==> config.mk <==
export PLATFORM = sky130hd
export DESIGN_NAME = btn_frame_sync_flat
export DESIGN_NICKNAME = d
export VERILOG_FILES = /design/src/rtl/btn_frame_sync_if.sv /design/src/rtl/btn_frame_sync.sv /design/src/flat_wrapper.sv
export SDC_FILE = /design/constraint.sdc
export NUM_CORES = 1
export LEC_CHECK = 0
export CAP_MARGIN = 20
export CELL_PAD_IN_SITES_DETAIL_PLACEMENT = 0
export CELL_PAD_IN_SITES_GLOBAL_PLACEMENT = 2
export CORE_MARGIN = 2
export CORE_UTILIZATION = 39
export DETAILED_ROUTE_END_ITERATION = 6
export HOLD_SLACK_MARGIN = 0.03
export PLACE_DENSITY_LB_ADDON = 0.15
export SYNTH_ARGS = -nofsm -noshare
export SYNTH_HDL_FRONTEND = slang
export SYNTH_SLANG_ARGS = --single-unit
==> constraint.sdc <==
create_clock -name clk -period 5.2 [get_ports clk]
set_input_delay 1.56 -clock clk [delete_from_list [all_inputs] [get_ports clk]]
set_output_delay 1.56 -clock clk [all_outputs]
set_load 0.01 [all_outputs]
==> src/rtl/btn_frame_sync_if.sv <==
// Button/video handshake bundle between the board-side driver and btn_frame_sync.
// The master drives raw buttons and vsync; the slave returns the frame-aligned mode bus.
interface btn_frame_sync_if;
    logic [3:0] i_btn;
    logic       i_vid_vsync;
    logic [3:0] o_btn;
    logic       o_btn_pending;
    logic       o_btn_update;

    modport master (
        output i_btn,
        output i_vid_vsync,
        input  o_btn,
        input  o_btn_pending,
        input  o_btn_update
    );

    modport slave (
        input  i_btn,
        input  i_vid_vsync,
        output o_btn,
        output o_btn_pending,
        output o_btn_update
    );
endinterface

==> src/rtl/btn_frame_sync.sv <==
// Synchronises and debounces four board buttons, then applies the result only at a vsync leading edge.
// Define BTN_ONEHOT_EN to treat multi-bit debounced values as illegal (never armed, never applied).
module btn_frame_sync #(
    parameter int   DEBOUNCE_CYCLES = 1485000,
    parameter int   CNT_W           = 21,
    parameter logic VSYNC_POL       = 1'b1
) (
    input logic             clk,
    input logic             n_rst,
    btn_frame_sync_if.slave bus
);

`ifdef BTN_ONEHOT_EN
    localparam bit OneHotEn = 1'b1;
`else
    localparam bit OneHotEn = 1'b0;
`endif

    localparam logic [CNT_W-1:0] CntMax = CNT_W'(DEBOUNCE_CYCLES - 1);

    typedef enum logic {
        IDLE,
        ARMED
    } state_t;

    logic [3:0]       syncOne_q;
    logic [3:0]       syncTwo_q;
    logic [3:0]       deb_q;
    logic [3:0]       deb_d;
    logic [CNT_W-1:0] cnt_q [4];
    logic [CNT_W-1:0] cnt_d [4];
    logic             vsyncDly_q;
    logic             frameEdge;
    logic [3:0]       btn_q;
    logic [3:0]       nextBtn;
    logic             pending_q;
    logic             update_q;
    logic             armNext;
    state_t           state_q;

    function automatic logic isLegal(input logic [3:0] v);
        return !OneHotEn || ((v & (v - 4'd1)) == 4'd0);
    endfunction

    // Each bit must disagree with its debounced value for DEBOUNCE_CYCLES consecutive cycles to flip.
    always_comb begin
        deb_d = deb_q;
        for (int i = 0; i < 4; i++) begin
            cnt_d[i] = '0;
            if (syncTwo_q[i] != deb_q[i]) begin
                if (cnt_q[i] == CntMax) begin
                    deb_d[i] = syncTwo_q[i];
                end else begin
                    cnt_d[i] = cnt_q[i] + CNT_W'(1);
                end
            end
        end
    end

    always_ff @(posedge clk or negedge n_rst) begin
        if (!n_rst) begin
            syncOne_q  <= '0;
            syncTwo_q  <= '0;
            deb_q      <= '0;
            vsyncDly_q <= ~VSYNC_POL;
            for (int i = 0; i < 4; i++) begin
                cnt_q[i] <= '0;
            end
        end else begin
            syncOne_q  <= bus.i_btn;
            syncTwo_q  <= syncOne_q;
            deb_q      <= deb_d;
            vsyncDly_q <= bus.i_vid_vsync;
            for (int i = 0; i < 4; i++) begin
                cnt_q[i] <= cnt_d[i];
            end
        end
    end

    assign frameEdge = (bus.i_vid_vsync == VSYNC_POL) && (vsyncDly_q != VSYNC_POL);

    // Pending is computed against next-cycle values so it stays aligned with deb; an edge samples the pre-update deb.
    assign nextBtn = ((state_q == ARMED) && frameEdge) ? deb_q : btn_q;
    assign armNext = isLegal(deb_d) && (deb_d != nextBtn);

    always_ff @(posedge clk or negedge n_rst) begin
        if (!n_rst) begin
            state_q   <= IDLE;
            btn_q     <= '0;
            pending_q <= 1'b0;
            update_q  <= 1'b0;
        end else begin
            update_q <= 1'b0;
            case (state_q)
                IDLE: begin
                    if (armNext) begin
                        state_q   <= ARMED;
                        pending_q <= 1'b1;
                    end
                end
                ARMED: begin
                    if (frameEdge) begin
                        btn_q    <= deb_q;
                        update_q <= 1'b1;
                    end
                    if (!armNext) begin
                        state_q   <= IDLE;
                        pending_q <= 1'b0;
                    end
                end
                default: begin
                    state_q   <= IDLE;
                    pending_q <= 1'b0;
                end
            endcase
        end
    end

    assign bus.o_btn         = btn_q;
    assign bus.o_btn_pending = pending_q;
    assign bus.o_btn_update  = update_q;

endmodule

==> src/flat_wrapper.sv <==
// flat-port wrapper written by rule: the top's interface ports become plain ports
module btn_frame_sync_flat 
#(
    parameter int   DEBOUNCE_CYCLES = 1485000,
    parameter int   CNT_W           = 21,
    parameter logic VSYNC_POL       = 1'b1
)
  (clk, n_rst, bus_i_btn, bus_i_vid_vsync, bus_o_btn, bus_o_btn_pending, bus_o_btn_update);
  btn_frame_sync_if bus_i ();
  input logic clk;
  input logic n_rst;
  input wire logic [$bits(bus_i.i_btn)-1:0] bus_i_btn;
  input wire logic [$bits(bus_i.i_vid_vsync)-1:0] bus_i_vid_vsync;
  output wire logic [$bits(bus_i.o_btn)-1:0] bus_o_btn;
  output wire logic [$bits(bus_i.o_btn_pending)-1:0] bus_o_btn_pending;
  output wire logic [$bits(bus_i.o_btn_update)-1:0] bus_o_btn_update;
  assign bus_i.i_btn = bus_i_btn;
  assign bus_i.i_vid_vsync = bus_i_vid_vsync;
  assign bus_o_btn = bus_i.o_btn;
  assign bus_o_btn_pending = bus_i.o_btn_pending;
  assign bus_o_btn_update = bus_i.o_btn_update;
  btn_frame_sync #(.DEBOUNCE_CYCLES(DEBOUNCE_CYCLES), .CNT_W(CNT_W), .VSYNC_POL(VSYNC_POL)) u_core (.clk(clk), .n_rst(n_rst), .bus(bus_i));
endmodule
==> parameters.txt, run 1 <==
Parameter                              Value

Worst setup path
  Ordered cell list for the critical path    clkdlybuf4s50_1, nand3b_1, mux2_2, a211oi_1, nor4b_1, a2111o_1, maj3_2
  Max FO, Critical Path    5
  Critical setup path kind    in -> reg
  R2r worst-path depth    7
  Startpoint class of the critical path    input pin
  Worst Path Required    5430 ps
  CP max stage cell    clkdlybuf4s50_1
  Critical path's largest stage delay    430 ps
  Data arrival time of the critical path    3660 ps
  Crit Reg-Reg Endpoint    u_core.bus.o_btn_pending
  Nature of the critical path endpoint    flip-flop
  Internal reg-to-reg setup slack    2610 ps
  Worst r2r src    u_core.cnt_q[42]

Yosys
  Async set-reset flop share out of synthesis    100%
  Post-synthesis cell type count    39
  Syn Area/Cell    10.2 um^2
  Area of the mapped netlist    4940 um^2
  Sequential element share of the synthesized area    52.7%
  Total of flip-flops plus latches after synthesis    104
  Post-synth EDFFs    0
  Yosys warning count    0
  Synthesized instance count    485
  Synth Flop Type    dfrtp_1
  Synth Net Count    496

Cells and area
  Fill cell count    1225
  Share of post-route cells with drive strength above 1    6.16%
  N_diodes    0
  Finished Core Util    44.4%
  Nets    509
  Footprint of the multi-input gates    2250 um^2
  Leading cell types in the layout, fill and taps excluded    dfrtp_1, nor2_1, xor2_1
  Synthesis-to-layout area growth    12.1%
  Leading cell type in the layout, fill and taps excluded    dfrtp_1
  Area occupied by registers    2600 um^2

Hold path
  Endpoint of the worst hold path    u_core.syncTwo_q[1]
  Number of cells on the worst hold path    0
  Startpoint of the worst hold path    u_core.syncOne_q[1]
  Hold/Removal Path Class    reg -> reg

CTS
  Post-CTS setup-driven buffer insertion count    0
  Source-to-sink clock delay at the later pin of the worst-skew pair    350 ps
  Clock tree from TritonCTS    yes
  Root buffer cell    clkbuf_16
  Post-CTS Hold Fix Bufs    0
  H-tree levels    3
  Post-cts resize count    0
  Clock Pin Slew Worst Setup and Hold Paths    70 ps
  Worst-case clock buffer depth    2
  Number of buffers added by the clock tree synthesis step    9
  Number of clock sinks    104

Floorplan
  Chip Height    117 um
  Starting density of the core    39.6%
  Width of the die    117 um
  Boundary pin count    13
  Area of the die    13600 um^2
  Std cell rows    41
  Standard cell core area    12500 um^2

Power
  Power per cell area    277 nW/um^2
  Static leakage    2.36 nW
  Peak supply drop    0.195 mV

STA
  Clock Skew    7.32 ps
  Final clock period utilization by the worst path    66.0%
  Final count of negative-setup-slack endpoints    0
  Slew Limit Fails    0
  Max-Slew Margin vs Limit    40.8%
  Maximum clock frequency    292 MHz
  Hold WS    352 ps
  Final count of hold timing violations    0
  RSZ-0062 raised after global routing    false
  Min cycle time layout    3430 ps
  Post-Route Setup TNS    0 ps
  Transition time at the pin with the least slew margin    888 ps

Place
  Placer congestion estimate    0.729
  Half-perimeter wire length after detailed placement    6.54 mm
  Number of buffers added on ports    12

Detailed routing
  Number of nets with antenna violations after routing    0
  DR DRC count    0
  Routed wire length    9.56 mm
  Routed length per placed instance    14.2 um
  Initial detailed-routing violation count    179
  First-pass iteration count of the detailed router    4
  Routed via count    3410
  Via count normalized by instance count    5.05

Global route
  Total Routing Usage GR    15.8%
  Global-route wire length before repair    16.8 mm
  Final global-route overflow total    0
  Number of global-route vias before repair    3370
  Initial antenna violation count    0
  Pin count of the biggest net entering global routing    49

Flow run
  Number of violations of the max-capacitance limit    0

Outcome
  Run status    finished clean
[critical path: cells and delay by family]
family | cells | cell delay (ps)
simple gates | 2 | 320
mux | 1 | 400
compound gates | 2 | 640
fa+ha+maj | 1 | 310
buf+inv | 1 | 430
[cell usage after synthesis, types with 3 or more instances]
cell type	count	area share, %
clkbuf_1	12	0.91
a21oi_1	9	0.91
xor2_1	50	8.9
mux2_2	4	0.91
nand2_1	29	2.2
nor3_1	4	0.41
nor4bb_1	7	1.4
and4b_1	3	0.61
xnor2_1	24	4.3
inv_1	12	0.91
nor4b_1	5	0.89
nand4_1	20	2.5
dfrtp_1	104	53
or3_1	7	0.89
and4_1	16	2.8
and3_1	9	1.1
o21ai_0	14	1.4
and2_1	4	0.51
nor4_1	5	0.63
ha_1	4	1.0
nor2_1	90	6.8
nand3_1	32	3.2
[worst max path at each step]
stage	slack, ps	cells after the start	from	end
floorplan	2000	6	bus_i_vid_vsync	u_core.bus.o_btn_pending
global placement	1400	7	bus_i_vid_vsync	u_core.bus.o_btn_pending
detailed placement	1370	7	bus_i_vid_vsync	u_core.bus.o_btn_pending
CTS	1730	7	bus_i_vid_vsync	u_core.bus.o_btn_pending
global route	1600	7	bus_i_vid_vsync	u_core.bus.o_btn_pending
finish	1770	7	bus_i_vid_vsync	u_core.bus.o_btn_pending
[metal layers]
metal  global-route usage [%]  part of all wire [%]  up-vias
li1                         -                     -     1699
met1                     22.2                    51     1670
met2                     23.7                    46       32
met3                     4.88                   2.4        9
met4                     4.39                   1.1        0
met5                        0                     0        -
[registers in the layout, summed over array words and instances (netlist names)]
register	flops
u_core.vsyncDly_q	1
u_core.bus.o_btn_update	1
u_core.bus.o_btn	4
u_core.syncTwo_q	4
u_core.state_q	1
u_core.cnt_q	84
u_core.bus.o_btn_pending	1
u_core.syncOne_q	4
u_core.deb_q	4
[cell type report]
cell class | instances | share of cell area, %
clock buffers | 12 | 4.63
clock inverters | 4 | 0.497
flip-flops and latches | 104 | 47.0
repair buffers | 15 | 2.53
well taps | 172 | 3.89
inverters | 12 | 0.814
multi-input cells | 356 | 40.6
[power breakdown]
group          internal, mW  switching [mW]
Sequential            0.820          0.0108
Clock                 0.352           0.300
Combinational        0.0152          0.0353
[cell families after synthesis]
kind of cell / share of synthesized area [%]
AND/OR/NAND/NOR: 26.7
flip-flops: 52.7
XOR/XNOR: 13.1
AO/OA/AOI/OAI: 3.24
buffers and inverters: 1.93
multiplexers: 1.11
adder cells (fa/ha/maj): 1.24
[metrics by stage]
step	area, um^2	worst slack [ps]	instances	power [mW]
6_report	5540	1770	675	1.53
3_3_place_gp	5250	1400	659	0.898
4_1_cts	5540	1730	675	1.56
3_5_place_dp	5250	1370	659	0.899
5_1_grt	5540	1600	675	1.61
2_1_floorplan	4940	2000	485	0.867
No activity file was read; power rests on OpenSTA's default activity.
==> inputs of run 2 (changes only) <==
==> constraint.sdc (replaced) <==
create_clock -name clk -period 3.5 [get_ports clk]
set_input_delay 1.05 -clock clk [delete_from_list [all_inputs] [get_ports clk]]
set_output_delay 1.05 -clock clk [all_outputs]
set_load 0.01 [all_outputs]
==> run 2 against run 1 <==
Via count is 0.21% higher; worst hold slack worse by 3.4 ps; global-route usage is 0.088 points higher; sequential power is 48% higher; setup slack worse by 1200 ps; highest routed layer unchanged; largest cell class unchanged; largest power group unchanged; first-iteration DRC count is 39% higher.
==> parameters.txt, run 2 (synthesis gave the netlist of run 1 again) <==
Parameter                              Value

Detailed routing
  DR DRC count    0 (unchanged)
  Routed wire length    9.69 mm (+1.4%)
  Routed via count    3417 (+0.21%)
  Via count normalized by instance count    5.06 (+0.21%)
  Number of nets with antenna violations after routing    0 (unchanged)
  First-pass iteration count of the detailed router    4 (unchanged)
  Initial detailed-routing violation count    248 (+39%)
  Routed length per placed instance    14.4 um (+1.4%)

Worst setup path
  Critical path's largest stage delay    430 ps (about the same)
  Worst Path Required    3740 ps (-1690 ps)
  CP max stage cell    clkdlybuf4s50_1
  Nature of the critical path endpoint    flip-flop
  Data arrival time of the critical path    3180 ps (-480 ps)
  Startpoint class of the critical path    input pin
  Max FO, Critical Path    5 (unchanged)
  Worst r2r src    u_core.cnt_q[42]
  Worst setup path startpoint    bus_i_vid_vsync
  Bufs and invs on worst path    1 (unchanged)
  Ordered cell list for the critical path    clkdlybuf4s50_1, nand3b_1, mux2_2, a211oi_1, nor4b_1, a2111o_1, maj3_2
  Critical path's top delay family    compound AO/OA/AOI/OAI gates
  Number of stages on the worst setup path    7 (unchanged)
  Critical setup path kind    in -> reg
  R2r worst-path depth    7 (unchanged)

Outcome
  Run status    finished clean

STA
  Final count of negative-setup-slack endpoints    0 (unchanged)
  Final count of hold timing violations    0 (unchanged)
  Transition time at the pin with the least slew margin    680 ps (-208 ps)
  Final clock period utilization by the worst path    84.1%
  Slew Limit Fails    0 (unchanged)
  Maximum clock frequency    340 MHz
  Clock Skew    4.74 ps (-2.58 ps)
  Max-Slew Margin vs Limit    54.6% (+14 points)
  Hold WS    349 ps (-3.42 ps)
  Post-Route Setup TNS    0 ps (unchanged)
  Min cycle time layout    2940 ps
  RSZ-0062 raised after global routing    false

Hold path
  Hold/Removal Path Class    reg -> reg
  Startpoint of the worst hold path    u_core.syncOne_q[3]
  Number of cells on the worst hold path    0 (unchanged)

Floorplan
  Boundary pin count    13 (unchanged)
  Chip Height    117 um (unchanged)
  Standard cell core area    12500 um^2 (unchanged)
  Std cell rows    41 (unchanged)
  Area of the die    13600 um^2 (unchanged)
  Width of the die    117 um (unchanged)
  Starting density of the core    39.6% (unchanged)

CTS
  Root buffer cell    clkbuf_16
  Clock tree from TritonCTS    yes
  Post-CTS setup-driven buffer insertion count    0 (unchanged)
  Number of buffers added by the clock tree synthesis step    9 (unchanged)
  Worst-case clock buffer depth    2 (unchanged)
  Number of clock sinks    104 (unchanged)
  Source-to-sink clock delay at the later pin of the worst-skew pair    350 ps (about the same)
  Post-CTS Hold Fix Bufs    0 (unchanged)
  H-tree levels    3 (unchanged)
  Post-cts resize count    0 (unchanged)
  Clock Pin Slew Worst Setup and Hold Paths    70 ps (about the same)

Cells and area
  Share of post-route cells with drive strength above 1    5.77% (-0.40 points)
  Footprint of the multi-input gates    2240 um^2 (-0.33%)
  Number of flip-flops under the largest register name    84 (unchanged)
  Area occupied by registers    2600 um^2 (unchanged)
  Fill cell count    1202 (-1.9%)
  Post-route cell area    5540 um^2 (about the same)
  N_diodes    0 (unchanged)
  Finished Core Util    44.4% (about the same)
  Leading cell type in the layout, fill and taps excluded    dfrtp_1
  Synthesis-to-layout area growth    12.1% (about the same)
  Register containing the most flip-flops in the final layout    u_core.cnt_q
  Nets    510 (+0.20%)
  Leading cell types in the layout, fill and taps excluded    dfrtp_1, nor2_1, xor2_1

Global route
  Total Routing Usage GR    15.9% (+0.088 points)
  Number of global-route vias before repair    3392 (+0.65%)
  Met3 capacity usage during global routing    4.98% (+0.10 points)
  Pin count of the biggest net entering global routing    76 (+55%)
  Final global-route overflow total    0 (unchanged)
  Initial antenna violation count    0 (unchanged)
  Most crowded layer after global routing    met2
  GRT met2 Usage    24.9% (+1.2 points)
  Global-route wire length before repair    16.7 mm (-0.66%)
  Met1 Track Usage GR    20.9% (-1.3 points)

Place
  Placer congestion estimate    0.747 (+2.5%)
  Half-perimeter wire length after detailed placement    6.40 mm (-2.0%)
  Number of buffers added on ports    12 (unchanged)
  Cell area after placement    5260 um^2 (+0.24%)

Flow run
  Number of violations of the max-capacitance limit    0 (unchanged)

Power
  Static leakage    2.36 nW (about the same)
  Peak supply drop    0.276 mV (+42%)
  Power per cell area    409 nW/um^2 (+48%)
[run 2: final timing paths]
path / to / slack (ps)
max reg2reg: u_core.bus.o_btn_pending / 920
min in group asynchronous: u_core.cnt_q[19] / 630
min reg2reg: u_core.syncTwo_q[3] / 350
max in group asynchronous: u_core.cnt_q[54] / 2140
max: u_core.bus.o_btn_pending / 560
min: u_core.syncTwo_q[3] / 350
[run 2: metal layers]
layer  share of wire, %  up-vias
met5                  0        -
met4                1.6        0
met3                3.0       12
met2                 46       27
met1                 50     1677
li1                   -     1701
[run 2: layout make-up]
class                           instances  area share (%)
Clock buffer                           12            4.63
Multi-Input combinational cell        356            40.5
Tap cell                              172            3.89
Inverter                               12           0.813
Timing Repair Buffer                   16            2.89
Clock inverter                          3           0.316
Sequential cell                       104            47.0
[run 2: power by group]
group | leakage (nW) | internal, mW | switching, mW
clock network | 0.134 | 0.515 | 0.440
registers | 1.42 | 1.22 | 0.0162
logic | 0.804 | 0.0244 | 0.0523
total | 2.36 | 1.76 | 0.508
[run 2: stage by stage]
| stage | instances | setup WS [ps] | total power, mW |
|---|---|---|---|
| 6_report | 675 | 557 | 2.27 |
| 5_1_grt | 675 | 474 | 2.37 |
| 4_1_cts | 675 | 511 | 2.31 |
| 3_5_place_dp | 660 | 123 | 1.34 |
| 3_3_place_gp | 660 | 198 | 1.34 |
| 2_1_floorplan | 485 | 808 | 1.29 |
==> inputs of run 3 (changes only) <==
==> constraint.sdc (replaced) <==
create_clock -name clk -period 3.1 [get_ports clk]
set_input_delay 0.93 -clock clk [delete_from_list [all_inputs] [get_ports clk]]
set_output_delay 0.93 -clock clk [all_outputs]
set_load 0.01 [all_outputs]
==> run 3 against run 2 <==
Sequential power rose by 13%; clock skew rose by 0.94 ps; combinational power rose by 17%; via count fell by 0.73%; register-to-register slack got worse by 330 ps; critical path depth did not move; first-iteration DRC count fell by 27%; sequential cell count did not move; highest routed layer unchanged.
==> parameters.txt, run 3 (synthesis gave the netlist of run 1 again) <==
Parameter                              Value

Outcome
  Run status    finished clean

Power
  Static leakage    2.39 nW (+1.4%)
  Power dissipated by switching net loads    0.559 mW (+10%)
  Switching part of the total power    21.0% (-1.5 points)
  Power per cell area    476 nW/um^2 (+16%)
  Seq pwr share    52.2% (-2.3 points)
  Combinational Power Share    3.4% (about the same)
  Int Power    2.11 mW (+20%)
  Clock Power Share    44.4% (+2.2 points)
  Peak supply drop    0.341 mV (+24%)

CTS
  Clock Pin Slew Worst Setup and Hold Paths    70 ps (about the same)
  H-tree levels    3 (unchanged)
  Root buffer cell    clkbuf_16
  Post-CTS Hold Fix Bufs    0 (unchanged)
  Number of buffers added by the clock tree synthesis step    9 (unchanged)
  Clock tree from TritonCTS    yes
  Source-to-sink clock delay at the later pin of the worst-skew pair    340 ps (about the same)
  Number of clock sinks    104 (unchanged)
  Post-cts resize count    0 (unchanged)
  Post-CTS setup-driven buffer insertion count    0 (unchanged)
  Worst-case clock buffer depth    2 (unchanged)

STA
  Clock Skew    5.67 ps (+0.936 ps)
  Min cycle time layout    2800 ps
  Final clock period utilization by the worst path    90.3%
  Smallest setup slack after layout    300 ps (-257 ps)
  RSZ-0062 raised after global routing    false
  Transition time at the pin with the least slew margin    690 ps (+10.3 ps)
  Slew Limit Fails    0 (unchanged)
  Final count of hold timing violations    0 (unchanged)
  Final count of negative-setup-slack endpoints    0 (unchanged)
  Maximum clock frequency    357 MHz
  Max-Slew Margin vs Limit    54.0% (-0.58 points)

Global route
  Number of global-route vias before repair    3329 (-1.9%)
  Initial antenna violation count    0 (unchanged)
  Total Routing Usage GR    15.5% (-0.41 points)
  Global-route wire length before repair    16.3 mm (-2.2%)
  Final global-route overflow total    0 (unchanged)
  Pin count of the biggest net entering global routing    52 (-32%)

Cells and area
  N_diodes    0 (unchanged)
  Non-Filler Instances    680 (+0.74%)
  Share of post-route cells with drive strength above 1    6.30% (+0.53 points)
  Fill cell count    1212 (+0.83%)
  Finished Core Util    45.0% (+0.54 points)
  Leading cell type in the layout, fill and taps excluded    dfrtp_1
  Synthesis-to-layout area growth    13.5%
  Number of flip-flops under the largest register name    84 (unchanged)
  Register containing the most flip-flops in the final layout    u_core.cnt_q
  Nets    515 (+0.98%)
  Leading cell types in the layout, fill and taps excluded    dfrtp_1, nor2_1, xor2_1

Place
  Number of buffers added on ports    12 (unchanged)
  Placer congestion estimate    0.737 (-1.4%)
  Worst setup timing slack at the placement stage    -90.2 ps (-213 ps)
  Half-perimeter wire length after detailed placement    6.53 mm (+2.0%)
  Instance count after placement with tap cells included    665 (+0.76%)

Detailed routing
  First-pass iteration count of the detailed router    4 (unchanged)
  Initial detailed-routing violation count    180 (-27%)
  Routed via count    3392 (-0.73%)
  Via count normalized by instance count    4.99 (-1.5%)
  DR DRC count    0 (unchanged)
  Number of nets with antenna violations after routing    0 (unchanged)
  Routed length per placed instance    14.1 um (-1.5%)
  Routed wire length    9.62 mm (-0.72%)

Worst setup path
  Nature of the critical path endpoint    flip-flop
  Data arrival time of the critical path    3030 ps (-150 ps)
  Worst Path Required    3330 ps (-410 ps)
  Max FO, Critical Path    4 (-1)
  Startpoint class of the critical path    input pin
  Critical setup path kind    in -> reg

Floorplan
  Starting density of the core    39.6% (unchanged)
  Width of the die    117 um (unchanged)
  Chip Height    117 um (unchanged)
  Std cell rows    41 (unchanged)
  Boundary pin count    13 (unchanged)
  Standard cell core area    12500 um^2 (unchanged)
  Area of the die    13600 um^2 (unchanged)

Hold path
  Hold/Removal Path Class    reg -> reg

Flow run
  Number of violations of the max-capacitance limit    0 (unchanged)
run 3: critical path, stage by stage:
cell             delay [ps]
clkdlybuf4s50_1         440
nand3b_1                200
mux2_2                  390
a211oi_1                230
nor4b_1                 100
a2111o_1                420
maj3_2                  320
run 3: metrics by stage:
step / cell area (um^2) / setup TNS [ps] / power [mW] / hold slack [ps]
after floorplan: 4940 / 0 / 1.45 / 331
after global placement: 5300 / -21.7 / 1.51 / 340
after detailed placement: 5300 / -90.2 / 1.51 / 335
after CTS: 5610 / 0 / 2.73 / 350
after global routing: 5610 / 0 / 2.79 / 351
final: 5610 / 0 / 2.67 / 349
run 3: final cells by class:
cell class	instances	area, um^2	area share, %
Inverter	12	45.0	0.804
Tap cell	172	215	3.84
Clock inverter	3	67.6	1.21
Sequential cell	104	2600	46.4
Timing Repair Buffer	21	198	3.53
Multi-Input combinational cell	356	2240	40.0
Clock buffer	12	236	4.22
run 3: power groups by stage:
stage | Sequential, mW | Combinational [mW] | Clock, mW
after floorplan | 1.41 | 0.0401 | 0
after global placement | 1.42 | 0.0936 | 0
after detailed placement | 1.42 | 0.0939 | 0
after CTS | 1.39 | 0.0945 | 1.24
after global routing | 1.40 | 0.106 | 1.29
final | 1.39 | 0.0899 | 1.19
run 3: path summary, 6_finish.rpt:
check / start / endpoint / slack (ps) / cells past startpoint
setup / recovery: bus_i_vid_vsync / u_core.bus.o_btn_pending / 300 / 7
setup reg to reg: u_core.cnt_q[0] / u_core.bus.o_btn_pending / 590 / 7
hold reg to reg: u_core.syncOne_q[1] / u_core.syncTwo_q[1] / 350 / 0
hold / removal: u_core.syncOne_q[1] / u_core.syncTwo_q[1] / 350 / 0
min in group asynchronous: n_rst / u_core.cnt_q[19] / 610 / 1
max in group asynchronous: n_rst / u_core.cnt_q[25] / 1760 / 2
run 3: routing by layer:
layer	track usage (%)	vias to the layer above	wire, um
li1	-	1716	-
met1	21.2	1641	4880
met2	24.0	29	4370
met3	4.98	6	282
met4	3.53	0	89
met5	0	-	0
